File: config.mk
export PLATFORM = sky130hd
export DESIGN_NAME = alu_share_arb_flat
export DESIGN_NICKNAME = d
export VERILOG_FILES = /design/src/rtl/alu_share_arb_pkg.sv /design/src/rtl/alu_share_arb_if.sv /design/src/rtl/alu_share_arb_alu.sv /design/src/rtl/alu_share_arb_rr_arb2.sv /design/src/rtl/alu_share_arb.sv /design/src/flat_wrapper.sv
export SDC_FILE = /design/constraint.sdc
export NUM_CORES = 1
export LEC_CHECK = 0
export ABC_CLOCK_PERIOD_IN_PS = 10800
export CAP_MARGIN = 20
export CELL_PAD_IN_SITES_DETAIL_PLACEMENT = 1
export CELL_PAD_IN_SITES_GLOBAL_PLACEMENT = 1
export CORE_MARGIN = 5
export CORE_UTILIZATION = 25
export DETAILED_ROUTE_END_ITERATION = 12
export PLACE_DENSITY_LB_ADDON = 0.1
export SLEW_MARGIN = 20
export SYNTH_ARGS = -nofsm -noshare
export SYNTH_HDL_FRONTEND = slang
export SYNTH_SLANG_ARGS = --single-unit
File: constraint.sdc
create_clock -name clk -period 10.8 [get_ports clk]
set_input_delay 2.16 -clock clk [delete_from_list [all_inputs] [get_ports clk]]
set_output_delay 2.16 -clock clk [all_outputs]
set_load 0.03 [all_outputs]
File: src/rtl/alu_share_arb_pkg.sv
// Shared definitions for alu_share_arb: ALU op codes, NZCV bit positions, reset values.
package alu_share_arb_pkg;

    localparam int ALU_W = 32;

    localparam logic [2:0] ALU_ADD = 3'b000;
    localparam logic [2:0] ALU_SUB = 3'b001;
    localparam logic [2:0] ALU_AND = 3'b010;
    localparam logic [2:0] ALU_ORR = 3'b011;
    localparam logic [2:0] ALU_EOR = 3'b100;

    localparam int FLAG_N = 3;
    localparam int FLAG_Z = 2;
    localparam int FLAG_C = 1;
    localparam int FLAG_V = 0;

    localparam logic [3:0] FLAGS_RESET = 4'b0000;

    // One operation as presented to the shared ALU.
    typedef struct packed {
        logic [2:0]       op;
        logic [ALU_W-1:0] a;
        logic [ALU_W-1:0] b;
    } alu_req_t;

endpackage

File: src/rtl/alu_share_arb_if.sv
// Requester/response bundle for alu_share_arb. The set_flags/flagsX_q signals
// exist only when ALU_ARB_FLAGREG_EN is defined.
interface alu_share_arb_if #(parameter int DATA_W = 32);
    logic              req0;
    logic [2:0]        op0;
    logic [DATA_W-1:0] a0;
    logic [DATA_W-1:0] b0;
    logic              gnt0;
    logic              req1;
    logic [2:0]        op1;
    logic [DATA_W-1:0] a1;
    logic [DATA_W-1:0] b1;
    logic              gnt1;
    logic              rsp_valid0;
    logic              rsp_valid1;
    logic [DATA_W-1:0] result;
    logic [3:0]        flags;
    logic              busy;
`ifdef ALU_ARB_FLAGREG_EN
    logic              set_flags0;
    logic              set_flags1;
    logic [3:0]        flags0_q;
    logic [3:0]        flags1_q;
`endif

    modport master (
        output req0, op0, a0, b0, req1, op1, a1, b1,
`ifdef ALU_ARB_FLAGREG_EN
        output set_flags0, set_flags1,
        input  flags0_q, flags1_q,
`endif
        input  gnt0, gnt1, rsp_valid0, rsp_valid1, result, flags, busy
    );

    modport slave (
        input  req0, op0, a0, b0, req1, op1, a1, b1,
`ifdef ALU_ARB_FLAGREG_EN
        input  set_flags0, set_flags1,
        output flags0_q, flags1_q,
`endif
        output gnt0, gnt1, rsp_valid0, rsp_valid1, result, flags, busy
    );
endinterface

File: src/rtl/alu_share_arb_alu.sv
// Fixed 32-bit single-cycle ALU with NZCV flags. SUB carry is NOT borrow;
// undefined op codes give result 0 and therefore flags 0100.
module alu
    import alu_share_arb_pkg::*;
(
    input  logic [2:0]       op,
    input  logic [ALU_W-1:0] a,
    input  logic [ALU_W-1:0] b,
    output logic [ALU_W-1:0] result,
    output logic [3:0]       flags
);
    logic             is_sub;
    logic [ALU_W-1:0] b_eff;
    logic [ALU_W:0]   sum;
    logic             carry;
    logic             ovf;

    // SUB is a + ~b + 1, so one adder serves both and carry-out is NOT borrow.
    assign is_sub = (op == ALU_SUB);
    assign b_eff  = is_sub ? ~b : b;
    assign sum    = {1'b0, a} + {1'b0, b_eff} + {{ALU_W{1'b0}}, is_sub};

    always_comb begin
        result = '0;
        carry  = 1'b0;
        ovf    = 1'b0;
        case (op)
            ALU_ADD, ALU_SUB: begin
                result = sum[ALU_W-1:0];
                carry  = sum[ALU_W];
                ovf    = (a[ALU_W-1] == b_eff[ALU_W-1]) && (sum[ALU_W-1] != a[ALU_W-1]);
            end
            ALU_AND: result = a & b;
            ALU_ORR: result = a | b;
            ALU_EOR: result = a ^ b;
            default: result = '0;
        endcase
    end

    always_comb begin
        flags         = FLAGS_RESET;
        flags[FLAG_N] = result[ALU_W-1];
        flags[FLAG_Z] = (result == '0);
        flags[FLAG_C] = carry;
        flags[FLAG_V] = ovf;
    end
endmodule

File: src/rtl/alu_share_arb_rr_arb2.sv
// Two-way round-robin picker. Owns the last-granted pointer; grants are
// combinational and forced low while reset is high.
module rr_arb2 #(
    parameter logic RR_INIT = 1'b1
) (
    input  logic       clk,
    input  logic       reset,
    input  logic [1:0] req,
    output logic [1:0] gnt
);
    logic last_reg;
    logic last_next;

    always_comb begin
        gnt = 2'b00;
        if (!reset) begin
            gnt[0] = req[0] & (~req[1] |  last_reg);
            gnt[1] = req[1] & (~req[0] | ~last_reg);
        end
        last_next = (|gnt) ? gnt[1] : last_reg;
    end

    always_ff @(posedge clk) begin
        if (reset) begin
            last_reg <= RR_INIT;
        end else begin
            last_reg <= last_next;
        end
    end
endmodule

File: src/rtl/alu_share_arb.sv
// Shares one 32-bit ALU between two requesters with round-robin grant and a
// one-cycle registered, tagged response. Option: ALU_ARB_FLAGREG_EN adds per-requester NZCV registers.
module alu_share_arb
    import alu_share_arb_pkg::*;
#(
    parameter int DATA_W  = 32,
    parameter int RR_INIT = 1
) (
    input  logic           clk,
    input  logic           reset,
    alu_share_arb_if.slave bus
);
    logic [1:0]        req_vec;
    logic [1:0]        gnt_vec;
    alu_req_t          sel_req;
    logic [DATA_W-1:0] alu_result;
    logic [3:0]        alu_flags;
    logic [1:0]        rsp_valid_reg;
    logic [DATA_W-1:0] result_reg;
    logic [3:0]        flags_reg;

    assign req_vec = {bus.req1, bus.req0};

    rr_arb2 #(.RR_INIT(RR_INIT != 0)) u_arb (
        .clk   (clk),
        .reset (reset),
        .req   (req_vec),
        .gnt   (gnt_vec)
    );

    assign bus.gnt0 = gnt_vec[0];
    assign bus.gnt1 = gnt_vec[1];

    // Grants are one-hot, so gnt1 alone picks the operand set.
    assign sel_req = gnt_vec[1] ? {bus.op1, bus.a1, bus.b1} : {bus.op0, bus.a0, bus.b0};

    alu u_alu (
        .op     (sel_req.op),
        .a      (sel_req.a),
        .b      (sel_req.b),
        .result (alu_result),
        .flags  (alu_flags)
    );

    always_ff @(posedge clk) begin
        if (reset) begin
            rsp_valid_reg <= 2'b00;
            result_reg    <= '0;
            flags_reg     <= FLAGS_RESET;
        end else begin
            rsp_valid_reg <= gnt_vec;
            if (|gnt_vec) begin
                result_reg <= alu_result;
                flags_reg  <= alu_flags;
            end
        end
    end

    assign bus.rsp_valid0 = rsp_valid_reg[0];
    assign bus.rsp_valid1 = rsp_valid_reg[1];
    assign bus.result     = result_reg;
    assign bus.flags      = flags_reg;
    assign bus.busy       = |rsp_valid_reg;

`ifdef ALU_ARB_FLAGREG_EN
    logic [1:0] set_flags_vec;
    logic [3:0] flags_q_arr [2];

    assign set_flags_vec = {bus.set_flags1, bus.set_flags0};

    generate
        for (genvar gi = 0; gi < 2; gi++) begin : g_flagreg
            logic [3:0] flags_q_reg;
            always_ff @(posedge clk) begin
                if (reset) begin
                    flags_q_reg <= FLAGS_RESET;
                end else if (gnt_vec[gi] && set_flags_vec[gi]) begin
                    flags_q_reg <= alu_flags;
                end
            end
            assign flags_q_arr[gi] = flags_q_reg;
        end
    endgenerate

    assign bus.flags0_q = flags_q_arr[0];
    assign bus.flags1_q = flags_q_arr[1];
`endif
endmodule
File: src/flat_wrapper.sv
// flat-port wrapper written by rule: the top's interface ports become plain ports
module alu_share_arb_flat import alu_share_arb_pkg::*;
#(
    parameter int DATA_W  = 32,
    parameter int RR_INIT = 1
)
  (clk, reset, bus_req0, bus_op0, bus_a0, bus_b0, bus_req1, bus_op1, bus_a1, bus_b1, bus_gnt0, bus_gnt1, bus_rsp_valid0, bus_rsp_valid1, bus_result, bus_flags, bus_busy);
  alu_share_arb_if #(.DATA_W(DATA_W)) bus_i ();
  input  logic clk;
  input  logic reset;
  input wire logic [$bits(bus_i.req0)-1:0] bus_req0;
  input wire logic [$bits(bus_i.op0)-1:0] bus_op0;
  input wire logic [$bits(bus_i.a0)-1:0] bus_a0;
  input wire logic [$bits(bus_i.b0)-1:0] bus_b0;
  input wire logic [$bits(bus_i.req1)-1:0] bus_req1;
  input wire logic [$bits(bus_i.op1)-1:0] bus_op1;
  input wire logic [$bits(bus_i.a1)-1:0] bus_a1;
  input wire logic [$bits(bus_i.b1)-1:0] bus_b1;
  output wire logic [$bits(bus_i.gnt0)-1:0] bus_gnt0;
  output wire logic [$bits(bus_i.gnt1)-1:0] bus_gnt1;
  output wire logic [$bits(bus_i.rsp_valid0)-1:0] bus_rsp_valid0;
  output wire logic [$bits(bus_i.rsp_valid1)-1:0] bus_rsp_valid1;
  output wire logic [$bits(bus_i.result)-1:0] bus_result;
  output wire logic [$bits(bus_i.flags)-1:0] bus_flags;
  output wire logic [$bits(bus_i.busy)-1:0] bus_busy;
  assign bus_i.req0 = bus_req0;
  assign bus_i.op0 = bus_op0;
  assign bus_i.a0 = bus_a0;
  assign bus_i.b0 = bus_b0;
  assign bus_i.req1 = bus_req1;
  assign bus_i.op1 = bus_op1;
  assign bus_i.a1 = bus_a1;
  assign bus_i.b1 = bus_b1;
  assign bus_gnt0 = bus_i.gnt0;
  assign bus_gnt1 = bus_i.gnt1;
  assign bus_rsp_valid0 = bus_i.rsp_valid0;
  assign bus_rsp_valid1 = bus_i.rsp_valid1;
  assign bus_result = bus_i.result;
  assign bus_flags = bus_i.flags;
  assign bus_busy = bus_i.busy;
  alu_share_arb #(.DATA_W(DATA_W), .RR_INIT(RR_INIT)) u_core (.clk(clk), .reset(reset), .bus(bus_i));
endmodule
==> Word level (Yosys, flattened, before mapping) <==
Index checks and enable logic that the tools add are counted.
{ "totals": {"input_bits": 138, "reg_bits": 39, "wordCells": 35, "output_inout_bits": 41} }
{ "classes": {"n_bitwise": 11, "reduce_logical": 6, "mux": 6, "eq_ne": 6, "n_addsub": 2} }
{ "ops": {"columns": ["op", "count"], "rows": [
  ["one-hot mux 32 bit (4 select lines)", 1],
  ["two-way mux 67 bit", 1],
  ["adder 32 x 32 -> 33 bit", 1],
  ["adder 33 x 1 -> 33 bit", 1],
  ["AND 32 bit", 1],
  ["logical NOT 32 bit", 1],
  ["two-way mux 32 bit", 1],
  ["NOT 32 bit", 1],
  ["bitwise OR 32 bit", 1],
  ["XOR 32 bit", 1],
  ["== test 3 x 2 -> 1 bit, second input constant", 2],
  ["OR reduction 2 bit", 3],
  ["== test 3 x 1 -> 1 bit, second input constant", 1],
  ["== test 3 bit, second input constant", 1],
  ["logical NOT 3 bit", 1],
  ["NOT 1 bit", 3],
  ["AND 1 bit", 2],
  ["two-way mux 1 bit", 2],
  ["two-way mux 2 bit", 1],
  ["bitwise OR 1 bit", 2],
  ["== test 1 bit", 1],
  ["logical AND 1 bit", 1],
  ["!= test 1 bit", 1]
]} }

==> Logic depth before layout (Yosys ltp) <==
Gate-level depths: netlist (run 1).
{ "logic_depth": {"word_depth": 12, "mapped_depth": 22, "mapped_depth_nobuf": 19} }

==> By module <==
From an unflattened synthesis (run 1), not the netlist that was laid out.
{ "unflattened": {"cells_unflattened": 865, "hier_area_um2": 6870.3} }
{ "by_module_without_submodules": {"columns": ["mod", "area_per_inst_um2", "cells_per_inst", "n_inst", "seq_area_each_um2"], "rows": [
  ["alu", 4428.0, 615, 1, 0.0],
  ["alu_share_arb", 2384.8, 243, 1, 760.7],
  ["rr_arb2", 57.6, 7, 1, 20.0]
]} }

==> Least setup slack after synthesis (run 1) <==
OpenSTA, ideal clock, no wires.
{ "synth_path": {"path_type": "input port to flip-flop", "start": "input reset", "end": "register u_core.flags_reg[2], in the netlist u_core.bus.flags[2]", "path_buffers": 4, "cell_stages": 22, "setup_slack_ns": 4.286, "t_arrival_ns": 6.399, "required_ns": 10.685, "setup_ns": 0.115, "cell_sequence": "and2b_1 > buf_6 > nand2_4 > inv_2 > clkbuf_1 > buf_1 > mux2i_1 > inv_1 > xnor2_1 > ha_1 > buf_2 > nand4_1 > nor3_1 > nand2_1 > a21oi_4 > o2111ai_2 > a2111oi_2 > o22ai_1 > xor2_1 > o21ai_1 > and4b_1 > a31o_1"} }
{ "synth_between": {"elab_chain_cells": 8, "elab_cells_between_ends": 18, "cone_classes": "2 x add/sub; 4 x eq/ne; 4 x mux; 4 x bitwise; 4 x reduce/logical"} }
{ "synth_lines": {"columns": ["element", "line", "text"], "rows": [
  ["start: declaration", "flat_wrapper.sv:10", "input logic reset;"],
  ["two-way mux 2 bit", "alu_share_arb_rr_arb2.sv:16", "if (!reset) begin"],
  ["two-way mux 67 bit", "alu_share_arb.sv:35", "assign sel_req = gnt_vec[1] ? {bus.op1, bus.a1, bus.b1} : {bus.op0, bus.a0, bus.b0};"],
  ["== test 3 x 1 -> 1 bit / NOT 32 bit (equally long branches)", "alu_share_arb_alu.sv:19, alu_share_arb_alu.sv:27, alu_share_arb_alu.sv:20", null],
  ["two-way mux 32 bit", "alu_share_arb_alu.sv:20", "assign b_eff = is_sub ? ~b : b;"],
  ["adder 32 x 32 -> 33 bit", "alu_share_arb_alu.sv:21", "assign sum = {1'b0, a} + {1'b0, b_eff} + {{ALU_W{1'b0}}, is_sub};"],
  ["adder 33 x 1 -> 33 bit", "alu_share_arb_alu.sv:21", null],
  ["one-hot mux 32 bit (4 select lines)", "alu_share_arb_alu.sv:27", "case (op)"],
  ["logical NOT 32 bit", "alu_share_arb_alu.sv:43", "flags[FLAG_Z] = (result == '0);"],
  ["end signal: assignment", "alu_share_arb.sv:54", "flags_reg <= alu_flags;"],
  ["end: declaration", "alu_share_arb.sv:20", "logic [3:0] flags_reg;"]
]} }
Parallel ways exist; a longest one is shown, timed or not.
A chain may end at the register's enable or synchronous reset.

==> Final worst setup path (run 1) <==
Same ends and word-level chain as after synthesis.

==> out/metrics.cfg, run 1 <==
[detailed_routing]
dr.pass1.iters=4
ant_nets=0
drt-total-wl_mm=24.3
viasPerCell=4.92
vias=6611
drcViolationCount=0
wl_per_cell_um=18.1
drtIter0Drc=285

[finish]
largest_reg_flops=32
post-route-util=0.344
fillerInstances=3103
seq_area_um2=761
multi_input_area_um2=5090
diodes=0
fin_nets=1246
drive_gt1_frac=0.0464
area_growth_pct=36.8

[synthesis]
ys_seq_elements=38
syn_inst=863
yosys-top-cells-area=ha_1 (19%), dfxtp_1 (12%), nand2_1 (6.9%), mux2i_1 (6.8%), xnor2_1 (5.7%)
synth_edf_count=0
synth_area_um2=6290
ys.flop_type=dfxtp_1
syn_avg_cell_area_um2=7.28
synth_cell_types=77
yosysTopAreaCellShare=0.189
synthArstFlopShare=0
synth-seq-area-share=0.121
synth_fp_nets=1097
yosysTopAreaCell=ha_1
synth_warnings=0

[critical_path]
endpoint_kind=flop
crit_required_ns=10.98
crit_arrival_ns=8.74
endpoint=u_core.bus.flags[2]$_SDFFE_PP0P_
r2r_cells=18
reg2reg_to=u_core.bus.flags[2]$_SDFFE_PP0P_
r2r_slack_ns=4.65
path_class=input port to flop
crit_fanout=44
cp-startpoint=reset
reg2reg_from=u_core.u_arb.last_reg$_SDFFE_PP1P_
cp-start-kind=input port

[cts]
cts_tree=yes
cts_hold_buf=0
h-tree-depth=2
clk_latency_ns=0.28
ctsResizeCount=0
path_clk_slew_ns=0.06
post_cts.repair.setup_buffers=0
clock-root-buffer=clkbuf_16
cts_buffer_depth=2
cts_buffers=5
cts_sinks=38

[timing]
setup_tns_ns=0
drv_slew=0
finalSetupViolCount=0
rsz0062_at_grt=false
clock_skew_ns=0.00541
tightest_slew_ns=0.916
min_period_over_period=0.793
hold_violations=0
relSlewSlack=0.390
fin_crit_ns=8.56
fmax_mhz=117
setup_ws_ns=2.24

[pwr]
leakage_nw=3.75
p_per_area_nw_per_um2=103
ir_worst_vdd_mv=0.0552
power_mw=0.888

[global_route]
antenna_found_initial=0
overflow=0
grt_max_degree=45
grt_pass1_vias=6692
grt_pass1_wl_mm=37.7
grt_usage=0.164

[job]
maxCapViolCount=0

[status]
status=complete, no violations

[worst_hold_path]
hold_depth=2
hold_class=flop to flop

[die]
die_h_um=169
die_w_um=169
num_rows=58
io_pins=179
core-area_um2=25000
initial_core_util=0.252
die_area_um2=28400

[placed_design]
place_congestion=0.841
port_buffers=178
hpwl_mm=19.6
dp_slack_ns=1.89

-- cell type report --
| class | instances | share of cell area |
|---|---|---|
| Multi-Input combinational cell | 704 | 0.592 |
| Timing Repair Buffer | 187 | 0.215 |
| Sequential cell | 38 | 0.0885 |
| Tap cell | 330 | 0.0480 |
| Inverter | 76 | 0.0332 |
| Clock buffer | 6 | 0.0162 |
| Clock inverter | 2 | 0.00698 |
-- metrics by stage --
stage	hold WS (ns)	std cells	area [um^2]
after floorplan	0.499	863	6290
after global placement	0.474	1335	8390
after detailed placement	0.470	1335	8390
after CTS	0.478	1343	8590
after global routing	0.498	1343	8600
final	0.477	1343	8600
-- metal layers --
layer  global-route usage  share of wire  routed length [um]  vias to the layer above
met2                0.267           0.45               10900                      140
li1                     -              -                   -                     3354
met3               0.0168          0.037                 893                       14
met4               0.0226          0.010                 243                        0
met5                    0              0                   0                        -
met1                0.241           0.50               12300                     3103
-- kinds of logic after synthesis --
kind of cell,share of synthesized area
AOI/OAI and AO/OA,0.251
xor gates and xnor gates,0.0766
adders and majority gates,0.192
buffers and inverters,0.0774
DFF,0.121
muxes,0.0685
and+or+nand+nor,0.214
-- worst min-delay path by stage --
stage	start	to	slack, ns
after floorplan	u_core.u_arb.last_reg$_SDFFE_PP1P_	u_core.u_arb.last_reg$_SDFFE_PP1P_	0.50
after global placement	u_core.bus.result[12]$_SDFFE_PP0P_	u_core.bus.result[12]$_SDFFE_PP0P_	0.47
after detailed placement	u_core.bus.result[12]$_SDFFE_PP0P_	u_core.bus.result[12]$_SDFFE_PP0P_	0.47
after CTS	u_core.bus.result[12]$_SDFFE_PP0P_	u_core.bus.result[12]$_SDFFE_PP0P_	0.48
after global routing	u_core.bus.result[12]$_SDFFE_PP0P_	u_core.bus.result[12]$_SDFFE_PP0P_	0.50
final	u_core.bus.result[12]$_SDFFE_PP0P_	u_core.bus.result[12]$_SDFFE_PP0P_	0.48
-- critical path, cell delays in order --
cell,delay (ns)
clkdlybuf4s50_1,0.46
buf_4,0.37
and2b_1,0.36
nand2_4,0.53
inv_2,0.45
and3_1,0.33
a31oi_4,0.68
xnor2_1,0.22
inv_1,0.08
fa_1,0.40
nand2b_1,0.18
a21oi_1,0.36
o21ai_1,0.27
a2111oi_2,0.48
nor3_1,0.16
o31ai_1,0.40
xor2_1,0.22
a211oi_1,0.09
and4b_1,0.24
a31o_1,0.21
-- power by group --
| group | total [mW] | switching [mW] | internal [mW] | leakage (nW) |
|---|---|---|---|---|
| Clock | 0.197 | 0.0584 | 0.139 | 0.0971 |
| Sequential | 0.161 | 0.00881 | 0.152 | 0.313 |
| Combinational | 0.530 | 0.305 | 0.226 | 3.34 |
-- cell usage in the layout, fill, tap and decap left out, drive strengths merged, types with 8 or more instances in the layout --
master         Yosys  final
clkdlybuf4s50      0    178
nand2            117    117
ha                95     95
inv               76     76
nor2              70     70
a21oi             52     52
mux2i             43     43
xnor2             41     41
dfxtp             38     38
nor3              31     31
o21ai             28     28
a211oi            26     26
a22oi             22     22
o22ai             19     19
xor2              14     14
a21o              12     12
nand3             10     10
nand2b             9      9
buf               15      9
a22o               8      8
o21a               8      8
-- Yosys cell counts, drive strengths merged, types with 22 or more instances --
master    n
ha       95
mux2i    43
nand2   117
clkbuf   30
o21ai    28
dfxtp    38
inv      76
xnor2    41
a22oi    22
a21oi    52
nor3     31
nor2     70
a211oi   26
Power figures use the tool's default switching activity.
==> run 2: changes to the inputs <==
ABC_CLOCK_PERIOD_IN_PS = 7500   (was 10800)
clock period = 7.5 ns   (was 10.8 ns; I/O delays follow)
==> out/metrics.cfg, run 2 (synthesis gave the netlist of run 1 again) <==
[cts]
h-tree-depth=2
cts_hold_buf=0
clk_latency_ns=0.28
cts_sinks=38
cts_buffers=5
ctsResizeCount=0
clock-root-buffer=clkbuf_16
cts_buffer_depth=2
post_cts.repair.setup_buffers=0
cts_tree=yes
path_clk_slew_ns=0.06

[timing]
hold_violations=0
fin_crit_ns=6.79
setup_tns_ns=0
tightest_slew_ns=0.861
relSlewSlack=0.426
finalSetupViolCount=0
rsz0062_at_grt=false
min_period_over_period=0.905
clock_skew_ns=0.00517
fmax_mhz=147
drv_slew=0

[finish]
diodes=0
area_growth_pct=36.4
drive_gt1_frac=0.0501
final_cell_mix=clkdlybuf4s50_1 (178), nand2_1 (116), ha_1 (95), inv_1 (75), nor2_1 (68)
final_common_cell=clkdlybuf4s50_1
largest_reg_flops=32
fin_nets=1250
post-route-util=0.343

[global_route]
grt_pass1_vias=6803
antenna_found_initial=0
overflow=0
grt_usage=0.166
grt_max_degree=42
grt_pass1_wl_mm=38.2

[critical_path]
endpoint_kind=flop
crit_required_ns=7.67
crit_path_cell_trace=clkdlybuf4s50_1 > and2b_1 > nand2_4 > buf_4 > a31oi_4 > buf_4 > xnor2_1 > ha_1 > nand4_1 > nor3_1 > nand2_1 > a21oi_4 > o2111ai_2 > a2111oi_2 > o22ai_1 > xor2_1 > o21ai_1 > and4b_1 > a31o_1
crit_arrival_ns=6.96
r2r_slack_ns=2.29
reg2reg_from=u_core.u_arb.last_reg$_SDFFE_PP1P_
r2r_cells=19
cp_num_buf_inv=3
reg2reg_to=u_core.bus.flags[2]$_SDFFE_PP0P_
critPathTopFamily=compound AO/OA/AOI/OAI gates
cp_slowest_cell=clkdlybuf4s50_1
path_class=input port to flop
cpPeakStageDelay_ns=0.61
cp-start-kind=input port
crit_fanout=29
cp_common_cell=buf_4

[placed_design]
hpwl_mm=20.0
port_buffers=178
place_congestion=0.858

[detailed_routing]
vias=6596
drtIter0Drc=308
wl_per_cell_um=18.2
viasPerCell=4.90
dr.pass1.iters=4
drt-total-wl_mm=24.5
drcViolationCount=0
ant_nets=0

[die]
initial_core_util=0.252
num_rows=58
die_w_um=169
die_area_um2=28400
core-area_um2=25000
die_h_um=169
io_pins=179

[pwr]
ir_worst_vdd_mv=0.0996
p_per_area_nw_per_um2=141
leakage_nw=3.75

[worst_hold_path]
hold_class=flop to flop
min-delay-start=u_core.bus.result[22]$_SDFFE_PP0P_
hold_end=u_core.bus.result[22]$_SDFFE_PP0P_
hold_depth=2

[status]
status=complete, no violations

[job]
maxCapViolCount=0

==> run 2: changes by cell type in the layout (fill, tap and decap cells not counted), sizes merged <==
cell,change
buf,+4
bufinv,-2
clkinv,+2
==> run 2: metal layers <==
layer | track usage | vias up | wire length, um
met5 | 0 | - | 0
met4 | 0.0148 | 0 | 193
met3 | 0.0166 | 14 | 989
met2 | 0.270 | 145 | 10900
met1 | 0.246 | 3074 | 12500
li1 | - | 3363 | -
==> run 2: layout make-up <==
type / count / area [um^2]
fillers: 3066 / 16400
multi-input cells: 704 / 5080
repair buffers: 191 / 1890
flip-flops and latches: 38 / 761
well taps: 330 / 413
inverters: 76 / 285
clock buffers: 6 / 129
clock inverters: 2 / 13.8
==> run 2: worst reg2reg max path: cells and delay by family, from the launching register on <==
kind | cells | cell delay, ns
AO/OA/AOI/OAI | 7 | 2.03
AND/OR/NAND/NOR | 7 | 1.50
buffers and inverters | 2 | 0.48
adder cells (fa/ha/maj) | 1 | 0.44
flip-flops | 1 | 0.36
XOR/XNOR | 2 | 0.30
==> run 2: worst max-delay path by stage <==
stage | cells past startpoint | from | slack (ns) | end
final | 19 | bus_req1 | 0.71 | u_core.bus.flags[2]$_SDFFE_PP0P_
after global routing | 19 | bus_req1 | 0.34 | u_core.bus.flags[2]$_SDFFE_PP0P_
after CTS | 19 | bus_req1 | 0.86 | u_core.bus.flags[2]$_SDFFE_PP0P_
after detailed placement | 19 | bus_req1 | 0.60 | u_core.bus.flags[2]$_SDFFE_PP0P_
after global placement | 19 | bus_req1 | 0.71 | u_core.bus.flags[2]$_SDFFE_PP0P_
after floorplan | 22 | reset | 1.65 | u_core.bus.flags[2]$_SDFFE_PP0P_
==> run 2: power by group <==
group	internal [mW]	leakage (nW)	switching (mW)
clock	0.123	0.0708	0.0846
combinational	0.327	3.37	0.445
sequential	0.219	0.313	0.0114
==> run 2: through the flow <==
step                power, mW  setup slack (ns)  instance area, um^2  hold WS (ns)  instances
finish                   1.21             0.712                 8570         0.463       1347
global route             1.31             0.340                 8570         0.488       1347
CTS                      1.22             0.855                 8570         0.464       1347
detailed placement       1.01             0.599                 8420         0.456       1339
global placement         1.01             0.710                 8420         0.444       1339
floorplan               0.734              1.65                 6290         0.499        863
==> run 3: changes to the inputs <==
ABC_AREA = 1   (was unset)
==> out/metrics.cfg, run 3 <==
[synthesis]
yosysMostFrequentCell=nand2_1
synth_cell_types=44
synthTopCellsByCount=nand2_1 (235), inv_1 (217), o21ai_0 (105)
yosysTopAreaCellShare=0.177
syn_inst=1127
syn_avg_cell_area_um2=5.96
synthArstFlopShare=0
synth_edf_count=0
synth-seq-area-share=0.113
synth_area_um2=6720
synth_fp_nets=1361
ys_seq_elements=38
synth_warnings=0
ys.flop_type=dfxtp_1
yosys-top-cells-area=ha_1 (18%), nand2_1 (13%), inv_1 (12%), dfxtp_1 (11%), o21ai_0 (7.8%)
yosysTopAreaCell=ha_1

[timing]
relSlewSlack=0.442
hold_violations=0
clock_skew_ns=0.00366
drv_slew=0
setup_tns_ns=0
tightest_slew_ns=0.834
finalSetupViolCount=0
setup_ws_ns=1.78
rsz0062_at_grt=false
min_period_over_period=0.763
hold_slack_ns=0.498
fin_crit_ns=5.72
fmax_mhz=175

[cts]
cts_sinks=38
cts_tree=yes
path_clk_slew_ns=0.05
clk_latency_ns=0.28
ctsResizeCount=0
cts_hold_buf=0
post_cts.repair.setup_buffers=0
cts_buffers=5
clock-root-buffer=clkbuf_16
cts_buffer_depth=2
h-tree-depth=2

[critical_path]
r2r_slack_ns=3.18
cp_slowest_cell=clkdlybuf4s50_1
cp_common_cell=nand2_1
critPathTopFamily=simple AND/OR/NAND/NOR gates
crit_arrival_ns=5.93
endpoint_kind=flop
cpPeakStageDelay_ns=0.45
crit_fanout=20
cp-start-kind=input port
path_class=input port to flop
cp_num_buf_inv=6
crit_required_ns=7.71

[die]
initial_core_util=0.251
core-area_um2=26700
die_w_um=174
die_area_um2=30300
die_h_um=174
num_rows=60
io_pins=179

[finish]
area_growth_pct=33.7
fin_nets=1518
post-route-util=0.336
final_cell_mix=nand2_1 (235), inv_1 (217), clkdlybuf4s50_1 (178), o21ai_0 (105), nor2_1 (102)
final_common_cell=nand2_1
largest_reg_flops=32
diodes=0
drive_gt1_frac=0.0568

[pwr]
power_mw=1.30
leakage_nw=4.57
ir_worst_vdd_mv=0.0759
p_per_area_nw_per_um2=145

[status]
status=complete, no violations

[global_route]
overflow=0
grt_usage=0.167
grt_pass1_wl_mm=41.8
antenna_found_initial=0
grt_pass1_vias=7884
grt_max_degree=66

[detailed_routing]
vias=7521
dr.pass1.iters=6
drt-total-wl_mm=25.7
viasPerCell=4.63
wl_per_cell_um=15.8
drtIter0Drc=270
drcViolationCount=0
ant_nets=0

[placed_design]
place_congestion=0.876
dp_slack_ns=1.45
port_buffers=178
hpwl_mm=22.2

[job]
maxCapViolCount=0

[worst_hold_path]
hold_class=flop to flop

==> run 3: worst min-delay path, cell delays in order, from the launching register on <==
cell	delay, ns
dfxtp_1	0.33
nand2_1	0.07
a21oi_1	0.05
==> run 3: cell type report <==
| type | count | area [um^2] |
|---|---|---|
| Fill cell | 3474 | 17700 |
| Multi-Input combinational cell | 830 | 4930 |
| Timing Repair Buffer | 189 | 1880 |
| Inverter | 220 | 827 |
| Sequential cell | 38 | 761 |
| Tap cell | 341 | 427 |
| Clock buffer | 5 | 125 |
| Clock inverter | 3 | 40.0 |
==> run 3: worst paths after layout <==
check | start | to | depth (start not counted)
hold reg to reg | u_core.bus.flags[0]$_SDFFE_PP0P_ | u_core.bus.flags[0]$_SDFFE_PP0P_ | 2
hold / removal | u_core.bus.flags[0]$_SDFFE_PP0P_ | u_core.bus.flags[0]$_SDFFE_PP0P_ | 2
setup / recovery | reset | u_core.bus.flags[2]$_SDFFE_PP0P_ | 25
setup reg to reg | u_core.u_arb.last_reg$_SDFFE_PP1P_ | u_core.bus.flags[2]$_SDFFE_PP0P_ | 25
==> run 3: logic make-up (layout without fill, tap and decap cells) <==
| family | count (synthesis) | after routing | synth area share |
|---|---|---|---|
| compound gates | 230 | 230 | 0.204 |
| buf+inv | 259 | 417 | 0.154 |
| fa+ha+maj | 96 | 96 | 0.180 |
| flops | 38 | 38 | 0.113 |
| simple gates | 473 | 473 | 0.309 |
| xor+xnor | 31 | 31 | 0.0404 |
==> run 3: report_power, final <==
group          switching, mW  internal, mW  total, mW
Sequential            0.0130         0.222      0.235
Clock                 0.0813         0.156      0.237
Combinational          0.518         0.310      0.829
Total                  0.613         0.688       1.30
==> run 3: stage by stage <==
step,std cells,cell area (um^2)
final,1626,8980
after CTS,1626,8980
after detailed placement,1618,8820
after floorplan,1127,6720
after global placement,1618,8820
after global routing,1626,8980
==> run 3: routing by layer <==
metal | track usage | wire length [um]
met5 | 0 | 0
met4 | 0.0132 | 102
met3 | 0.0117 | 647
met2 | 0.307 | 12600
met1 | 0.223 | 12400
